File: config.mk
export PLATFORM = sky130hd
export DESIGN_NAME = ex_stage
export DESIGN_NICKNAME = d
export VERILOG_FILES = /design/src/rtl/cpu_pkg.sv /design/src/rtl/ex_op_decode.sv /design/src/rtl/ex_stage.sv
export SDC_FILE = /design/constraint.sdc
export NUM_CORES = 1
export LEC_CHECK = 0
export CAP_MARGIN = 20
export CORE_ASPECT_RATIO = 0.75
export CORE_UTILIZATION = 40
export CTS_CLUSTER_DIAMETER = 30
export DETAILED_ROUTE_END_ITERATION = 16
export PLACE_DENSITY = 0.79
export SYNTH_ARGS = -nofsm -noshare
export SYNTH_HDL_FRONTEND = slang
export SYNTH_SLANG_ARGS = --single-unit
File: constraint.sdc
create_clock -name clk -period 2.59 [get_ports clk]
set_clock_uncertainty 0.05 [all_clocks]
set_input_delay 0.6475 -clock clk [delete_from_list [all_inputs] [get_ports clk]]
set_output_delay 0.6475 -clock clk [all_outputs]
set_load 0.02 [all_outputs]
File: src/rtl/cpu_pkg.sv
// Shared definitions for the 554 CPU execute path.
// Holds the opcode map, the flag bit positions and the execute-stage FSM states.
// Latency classes select how long the ALU inputs are held for an operation.
package cpu_pkg;

    // Opcode map; any encoding not listed here is illegal.
    localparam logic [4:0] OP_ADD   = 5'b00010;
    localparam logic [4:0] OP_ADDI  = 5'b00011;
    localparam logic [4:0] OP_SUB   = 5'b00100;
    localparam logic [4:0] OP_SUBI  = 5'b00101;
    localparam logic [4:0] OP_MUL   = 5'b00110;
    localparam logic [4:0] OP_MOVEH = 5'b00111;
    localparam logic [4:0] OP_DIV   = 5'b01000;
    localparam logic [4:0] OP_AND   = 5'b01010;
    localparam logic [4:0] OP_ANDI  = 5'b01011;
    localparam logic [4:0] OP_OR    = 5'b01100;
    localparam logic [4:0] OP_ORI   = 5'b01101;
    localparam logic [4:0] OP_NOT   = 5'b01110;
    localparam logic [4:0] OP_XOR   = 5'b10000;
    localparam logic [4:0] OP_XORI  = 5'b10001;
    localparam logic [4:0] OP_CMP   = 5'b10010;
    localparam logic [4:0] OP_CALL  = 5'b11001;
    localparam logic [4:0] OP_RET   = 5'b11010;
    localparam logic [4:0] OP_RETI  = 5'b11011;
    localparam logic [4:0] OP_ST    = 5'b11100;
    localparam logic [4:0] OP_LD    = 5'b11101;
    localparam logic [4:0] OP_MOVEL = 5'b11110;

    // Bit positions inside the 2-bit flags vector.
    localparam int FLAG_Z = 1;
    localparam int FLAG_N = 0;

    // Latency classes produced by the opcode decoder.
    localparam logic [1:0] LAT_ONE = 2'd0;
    localparam logic [1:0] LAT_MUL = 2'd1;
    localparam logic [1:0] LAT_DIV = 2'd2;

    // Op-register FSM.
    //   ST_IDLE  : nothing held
    //   ST_COUNT : operands held, cnt > 0
    //   ST_DONE  : cnt == 0, waiting for the output register to take the result
    typedef enum logic [1:0] {
        ST_IDLE  = 2'd0,
        ST_COUNT = 2'd1,
        ST_DONE  = 2'd2
    } ex_state_t;

endpackage

File: src/rtl/ex_op_decode.sv
// Opcode classifier: latency class, flag update, writeback and legality.
// Latency: purely combinational, zero cycles.
// Backpressure: none; output follows opcode directly.
//
// Ports:
//   opcode      in  5  operation code
//   lat_class   out 2  LAT_ONE / LAT_MUL / LAT_DIV
//   sets_flags  out 1  result updates the architectural flags
//   wb          out 1  result is written to the destination register
//   illegal     out 1  opcode is outside the defined set
module ex_op_decode
    import cpu_pkg::*;
(
    input  logic [4:0] opcode,
    output logic [1:0] lat_class,
    output logic       sets_flags,
    output logic       wb,
    output logic       illegal
);

    always_comb begin
        lat_class  = LAT_ONE;
        sets_flags = 1'b0;
        wb         = 1'b1;
        illegal    = 1'b0;
        case (opcode)
            OP_ADD, OP_ADDI, OP_SUB, OP_SUBI,
            OP_AND, OP_ANDI, OP_OR, OP_ORI, OP_NOT,
            OP_XOR, OP_XORI: begin
                sets_flags = 1'b1;
            end
            OP_MUL: begin
                lat_class  = LAT_MUL;
                sets_flags = 1'b1;
            end
            OP_DIV: begin
                lat_class  = LAT_DIV;
                sets_flags = 1'b1;
            end
            // Compare only produces flags; there is no register result.
            OP_CMP: begin
                sets_flags = 1'b1;
                wb         = 1'b0;
            end
            OP_CALL, OP_RET, OP_RETI, OP_ST: begin
                wb = 1'b0;
            end
            OP_MOVEH, OP_MOVEL, OP_LD: begin
                wb = 1'b1;
            end
            default: begin
                illegal = 1'b1;
                wb      = 1'b0;
            end
        endcase
    end

endmodule

File: src/rtl/ex_stage.sv
// Execute-stage sequencer: holds operands on the ALU for 1/MUL_CYC/DIV_CYC cycles and registers the result.
// Latency: accept in cycle 0, ALU driven cycles 1..L, out_valid in cycle L+1; one op per cycle when L=1.
// Backpressure: out_ready low stalls the FSM in DONE with operands held and in_ready low.
//
// Ports:
//   clk, rst (sync, active-high), flush (kills the in-flight op)
//   in_valid/in_ready, in_opcode, in_a, in_b, in_rd     : decode handshake
//   alu_a, alu_b, alu_opcode / alu_out, alu_flags      : combinational ALU
//   out_valid/out_ready, out_result, out_rd, out_opcode,
//   out_wb, out_illegal                                : memory-stage handshake
//   flags_q : architectural flags, busy : op register occupied
module ex_stage
    import cpu_pkg::*;
#(
    parameter int DATA_W  = 32,
    parameter int MUL_CYC = 2,
    parameter int DIV_CYC = 8
) (
    input  logic              clk,
    input  logic              rst,
    input  logic              flush,

    input  logic              in_valid,
    output logic              in_ready,
    input  logic [4:0]        in_opcode,
    input  logic [DATA_W-1:0] in_a,
    input  logic [DATA_W-1:0] in_b,
    input  logic [4:0]        in_rd,

    output logic [DATA_W-1:0] alu_a,
    output logic [DATA_W-1:0] alu_b,
    output logic [4:0]        alu_opcode,
    input  logic [DATA_W-1:0] alu_out,
    input  logic [1:0]        alu_flags,

    output logic              out_valid,
    input  logic              out_ready,
    output logic [DATA_W-1:0] out_result,
    output logic [4:0]        out_rd,
    output logic [4:0]        out_opcode,
    output logic              out_wb,
    output logic              out_illegal,

    output logic [1:0]        flags_q,
    output logic              busy
);

    localparam int MAX_CYC = (MUL_CYC > DIV_CYC) ? MUL_CYC : DIV_CYC;
    // cnt only ever holds L-1, so MAX_CYC-1 must fit.
    localparam int CNT_W   = (MAX_CYC > 1) ? $clog2(MAX_CYC) : 1;

    ex_state_t          state;
    logic [CNT_W-1:0]   cnt;

    // Op register: operands plus the decoded attributes needed at capture.
    logic [DATA_W-1:0]  op_a;
    logic [DATA_W-1:0]  op_b;
    logic [4:0]         op_opcode;
    logic [4:0]         op_rd;
    logic               op_sets_flags;
    logic               op_wb;
    logic               op_illegal;

    logic [1:0]         dec_lat;
    logic               dec_sets_flags;
    logic               dec_wb;
    logic               dec_illegal;

    logic               capture;
    logic               accept;
    logic [CNT_W-1:0]   load_cnt;

    ex_op_decode u_dec (
        .opcode     (in_opcode),
        .lat_class  (dec_lat),
        .sets_flags (dec_sets_flags),
        .wb         (dec_wb),
        .illegal    (dec_illegal)
    );

    // The output register can take the result when it is empty or being drained this cycle.
    assign capture  = (state == ST_DONE) && (!out_valid || out_ready) && !flush;
    // Accepting alongside a capture keeps single-cycle ops flowing at one per cycle.
    assign in_ready = !rst && !flush && ((state == ST_IDLE) || capture);
    assign accept   = in_valid && in_ready;
    assign busy     = (state != ST_IDLE);

    // The op register is cleared whenever the FSM goes idle, so the ALU sees zeros then.
    assign alu_a      = op_a;
    assign alu_b      = op_b;
    assign alu_opcode = op_opcode;

    always_comb begin
        load_cnt = '0;
        case (dec_lat)
            LAT_MUL: load_cnt = CNT_W'(MUL_CYC - 1);
            LAT_DIV: load_cnt = CNT_W'(DIV_CYC - 1);
            default: load_cnt = '0;
        endcase
    end

    always_ff @(posedge clk) begin
        if (rst) begin
            state         <= ST_IDLE;
            cnt           <= '0;
            op_a          <= '0;
            op_b          <= '0;
            op_opcode     <= '0;
            op_rd         <= '0;
            op_sets_flags <= 1'b0;
            op_wb         <= 1'b0;
            op_illegal    <= 1'b0;
            out_valid     <= 1'b0;
            out_result    <= '0;
            out_rd        <= '0;
            out_opcode    <= '0;
            out_wb        <= 1'b0;
            out_illegal   <= 1'b0;
            flags_q       <= '0;
        end else begin
            // Op register and FSM. in_ready is low under flush, so flush and accept never coincide.
            if (flush) begin
                state         <= ST_IDLE;
                cnt           <= '0;
                op_a          <= '0;
                op_b          <= '0;
                op_opcode     <= '0;
                op_rd         <= '0;
                op_sets_flags <= 1'b0;
                op_wb         <= 1'b0;
                op_illegal    <= 1'b0;
            end else if (accept) begin
                state         <= (load_cnt != '0) ? ST_COUNT : ST_DONE;
                cnt           <= load_cnt;
                op_a          <= in_a;
                op_b          <= in_b;
                op_opcode     <= in_opcode;
                op_rd         <= in_rd;
                op_sets_flags <= dec_sets_flags;
                op_wb         <= dec_wb;
                op_illegal    <= dec_illegal;
            end else if (capture) begin
                state         <= ST_IDLE;
                cnt           <= '0;
                op_a          <= '0;
                op_b          <= '0;
                op_opcode     <= '0;
                op_rd         <= '0;
                op_sets_flags <= 1'b0;
                op_wb         <= 1'b0;
                op_illegal    <= 1'b0;
            end else if (state == ST_COUNT) begin
                cnt <= cnt - CNT_W'(1);
                if (cnt == CNT_W'(1)) begin
                    state <= ST_DONE;
                end
            end

            // Output register: a capture refills it even while the previous result drains.
            if (capture) begin
                out_valid   <= 1'b1;
                out_result  <= alu_out;
                out_rd      <= op_rd;
                out_opcode  <= op_opcode;
                out_wb      <= op_wb;
                out_illegal <= op_illegal;
                if (op_sets_flags) begin
                    flags_q <= alu_flags;
                end
            end else if (out_ready) begin
                out_valid <= 1'b0;
            end
        end
    end

endmodule

==> results_tabular.tex <==
\begin{tabular}{lr}
\hline
Metric & Value \\
\hline
\multicolumn{2}{l}{\textbf{Status}} \\
\quad Result of the run & complete, no violations \\
\multicolumn{2}{l}{\textbf{Clock network}} \\
\quad Hold-fix buffers at CTS & 0 \\
\quad Clock Tree Buf Depth & 2 \\
\quad Clk Tree Root Cell & clkbuf\_16 \\
\quad Number of clock sinks & approximately 130 \\
\quad Clock tree from TritonCTS & done \\
\quad Clock-pin slew on the worst setup and hold paths & around 60 ps \\
\quad Clock H-tree levels & 4 \\
\quad Clock network latency to the later pin of the worst-skew pair & approximately 400 ps \\
\quad Cts bufs inserted & 17 \\
\quad Setup Fix Bufs, Post-CTS & 0 \\
\multicolumn{2}{l}{\textbf{STA}} \\
\quad Tcrit/Tclk final & 0.9767 \\
\quad Top achievable clock speed & 395.3 MHz \\
\quad Final hold slack & roughly 400 ps \\
\quad Pins Over Slew Limit & 0 \\
\quad Hold violation count in the final report & 0 \\
\quad Headroom to the max-slew limit & 0.6544 \\
\quad RSZ-0062 raised after global routing & false \\
\quad Min Tclk post-route & approximately 2500 ps \\
\quad Worst Tran Pin Value & 518.4 ps \\
\quad Setup violation total in the final timing report & 0 \\
\multicolumn{2}{l}{\textbf{Setup path}} \\
\quad Arrival @ worst endpoint & roughly 1800 ps \\
\quad Crit path max-delay cell type & clkdlybuf4s50\_1 \\
\quad Crit path launch & out\_ready \\
\quad Number of buffer and inverter stages on the critical path & 2 \\
\quad Startpoint kind of the worst setup timing path & input port \\
\quad Data required time at the worst endpoint & $\sim$1900 ps \\
\quad Maximum single-stage delay on the critical path & 480 ps \\
\quad Worst Setup End Kind & output pin \\
\quad Maximum fanout along the worst path & 3 \\
\quad Source of the worst register-to-register timing path & state[0] \\
\quad Kind of cell adding the most delay to the critical path & buffers and inverters \\
\quad Critical Setup Path Class & in2out \\
\quad Ordered list of cells on the worst path & clkdlybuf4s50\_1 -> nand3b\_1 -> nor4b\_2 -> clkdlybuf4s15\_2 \\
\multicolumn{2}{l}{\textbf{Global routing}} \\
\quad Vias in the first global route & $\sim$4500 \\
\quad Initial antenna violation count & 0 \\
\quad GRT Util Overall & 0.2329 \\
\quad First-pass GRT wire length & between 20 and 25 mm \\
\quad GRT overflow & 0 \\
\quad Maximum number of pins on one net before global-route repair & 51 \\
\multicolumn{2}{l}{\textbf{Pwr}} \\
\quad Max IR drop VDD & around 520 uV \\
\quad Power Dens Cells & approximately 660 nW/um\^{}2 \\
\quad Leak pwr & around 2.7 nW \\
\multicolumn{2}{l}{\textbf{Logic synthesis}} \\
\quad FFs w/ async S/R, synth & 0 \\
\quad Sequential area share after synthesis & 0.5536 \\
\quad \#FFs+latches synth & approximately 130 \\
\quad Ys Warns & 0 \\
\quad Number of synthesized flops with an enable pin & 0 \\
\quad Most frequently used flop master after synthesis & dfxtp\_1 \\
\quad Cell count after synthesis & around 530 \\
\quad Post-Syn Area per Cell & 8.868 sq um \\
\quad Total nets after synthesis & $\sim$640 \\
\quad Summed instance area of the synthesized netlist & 4664 sq um \\
\quad Count of distinct cell types in the synthesized netlist & 39 \\
\multicolumn{2}{l}{\textbf{Place}} \\
\quad Instance area at placement & approximately 7200 sq um \\
\quad Estimated wirelength of the detail-placed design & a little under 10 mm \\
\quad Number of I/O port buffers & 230 \\
\quad Global placement routability congestion & approximately 0.81 \\
\multicolumn{2}{l}{\textbf{Worst hold path}} \\
\quad Hold WC Path Type & reg2reg \\
\quad HP Start & out\_result[9] \\
\multicolumn{2}{l}{\textbf{Die}} \\
\quad Effective utilization at floorplan & 0.4184 \\
\quad Die Y-Extent & about 96 um \\
\quad Boundary Pins & approximately 230 \\
\quad Core Region & roughly 11000 sq um \\
\quad Die area & around 12000 sq um \\
\quad Row count & 33 \\
\quad Horiz. Die Dim & 126.7 um \\
\multicolumn{2}{l}{\textbf{Finish}} \\
\quad Post-route design area & $\sim$7900 sq um \\
\quad Area occupied by multi-input gates & approximately 1900 sq um \\
\quad Share of final-layout standard cells stronger than drive strength 1 & 0.08235 \\
\quad Area used by sequential logic in the layout & 2582 sq um \\
\quad Most common cell after layout, fill and taps aside & clkdlybuf4s50\_1 \\
\quad Highest-count cells in the layout ignoring fill and taps & 228 x clkdlybuf4s50\_1, 129 x dfxtp\_1, 98 x nand2\_1 \\
\quad Layout fillers & 846 \\
\quad Final \#Nets & $\sim$870 \\
\quad Antenna diode count & 0 \\
\quad Layout Area Growth over Synthesis & 68.29\% \\
\multicolumn{2}{l}{\textbf{Drt}} \\
\quad Drt wl/cell & 15.53 um \\
\quad Router iterations before antenna repair & 5 \\
\quad Post-DRT Antenna Nets & 0 \\
\quad Number of vias in the routed layout & roughly 4600 \\
\quad Post-detailed-routing wire length & 14.05 mm \\
\quad DRC & 0 \\
\quad Via/cell ratio & 5.126 \\
\quad Drt initial violations & 268 \\
\multicolumn{2}{l}{\textbf{Run}} \\
\quad Max cap viols & 0 \\
\hline
\end{tabular}
-- synth_stat cells, drive strengths merged, types with 3 or more instances --
cell / n / share of area
nand3: 4 / 0.0043
buf: 16 / 0.021
nor2: 78 / 0.063
ha: 3 / 0.0080
a21oi: 53 / 0.057
a22oi: 77 / 0.13
nor3b: 3 / 0.0059
nand2: 98 / 0.079
o21ai: 4 / 0.0043
clkbuf: 27 / 0.022
dfxtp: 129 / 0.55
inv: 5 / 0.0040
and2: 3 / 0.0040
-- report_power, final --
part / switching [mW] / internal (mW) / leakage, nW
registers: 0.0135 / 2.01 / 1.04
logic: 0.184 / 0.253 / 1.37
clock network: 0.872 / 1.83 / 0.327
-- sequential cells by signal, indices dropped and copies added, names as in the netlist --
signal / flops
alu_a: 32
alu_b: 32
out_result: 32
alu_opcode: 5
op_rd: 5
out_opcode: 5
out_rd: 5
cnt: 3
flags_q: 2
state: 2
op_illegal: 1
op_sets_flags: 1
op_wb: 1
out_illegal: 1
out_valid: 1
out_wb: 1
-- area by class of cell --
type / instances / share of cell area
well taps: 140 / 0.02231
repair buffers: 251 / 0.3224
clock inverters: 13 / 0.02965
clock buffers: 18 / 0.05595
flip-flops and latches: 129 / 0.3290
multi-input cells: 349 / 0.2383
inverters: 5 / 0.002391
-- metrics by stage --
step                      cells  setup slack (ps)  power, mW    util  TNS (ps)
after floorplan             526             140.5      2.229       -         0
after global placement      874            -371.0      2.488  0.6432    -371.0
after detailed placement    874            -360.8      2.498  0.6432    -360.8
after CTS                   905            0.5373      5.209  0.7036         0
after global routing        905             25.99      5.324  0.7042         0
final                       905             60.26      5.163  0.7042         0
-- timing repair --
item | 4_1_cts | 5_1_grt
resized for setup | 4 | 1
hold endpoints to repair | 0 | 0
endpoints found under the setup margin | 1 | 1
-- worst min-delay path, stage by stage (launching register included) --
cell     delay [ps]
dfxtp_1         300
nand2_1          50
a21oi_1          50
-- kinds of logic (layout without fill, tap and decap cells) --
family,after synthesis,count (layout),synth area share
AO/OA/AOI/OAI,147,147,0.2125
flip-flops,129,129,0.5536
AND/OR/NAND/NOR,198,198,0.1768
XOR/XNOR,1,1,0.001878
buffers and inverters,48,287,0.04721
adder cells (fa/ha/maj),3,3,0.008048
-- per-layer routing --
layer	GRT usage	share of wire
met5	0	0
met4	0.1071	0.016
met3	0.07239	0.075
met2	0.3877	0.49
met1	0.2787	0.42
-- path summary, 6_finish.rpt --
check / slack, ps / depth (start not counted) / endpoint
worst max-delay path: 60 / 4 / in_ready
worst min-delay path: 400 / 2 / out_result[9]
worst max register to register: 830 / 5 / alu_b[16]
worst min register to register: 400 / 2 / out_result[9]
Note: power is estimated with default switching activity, not from simulation.
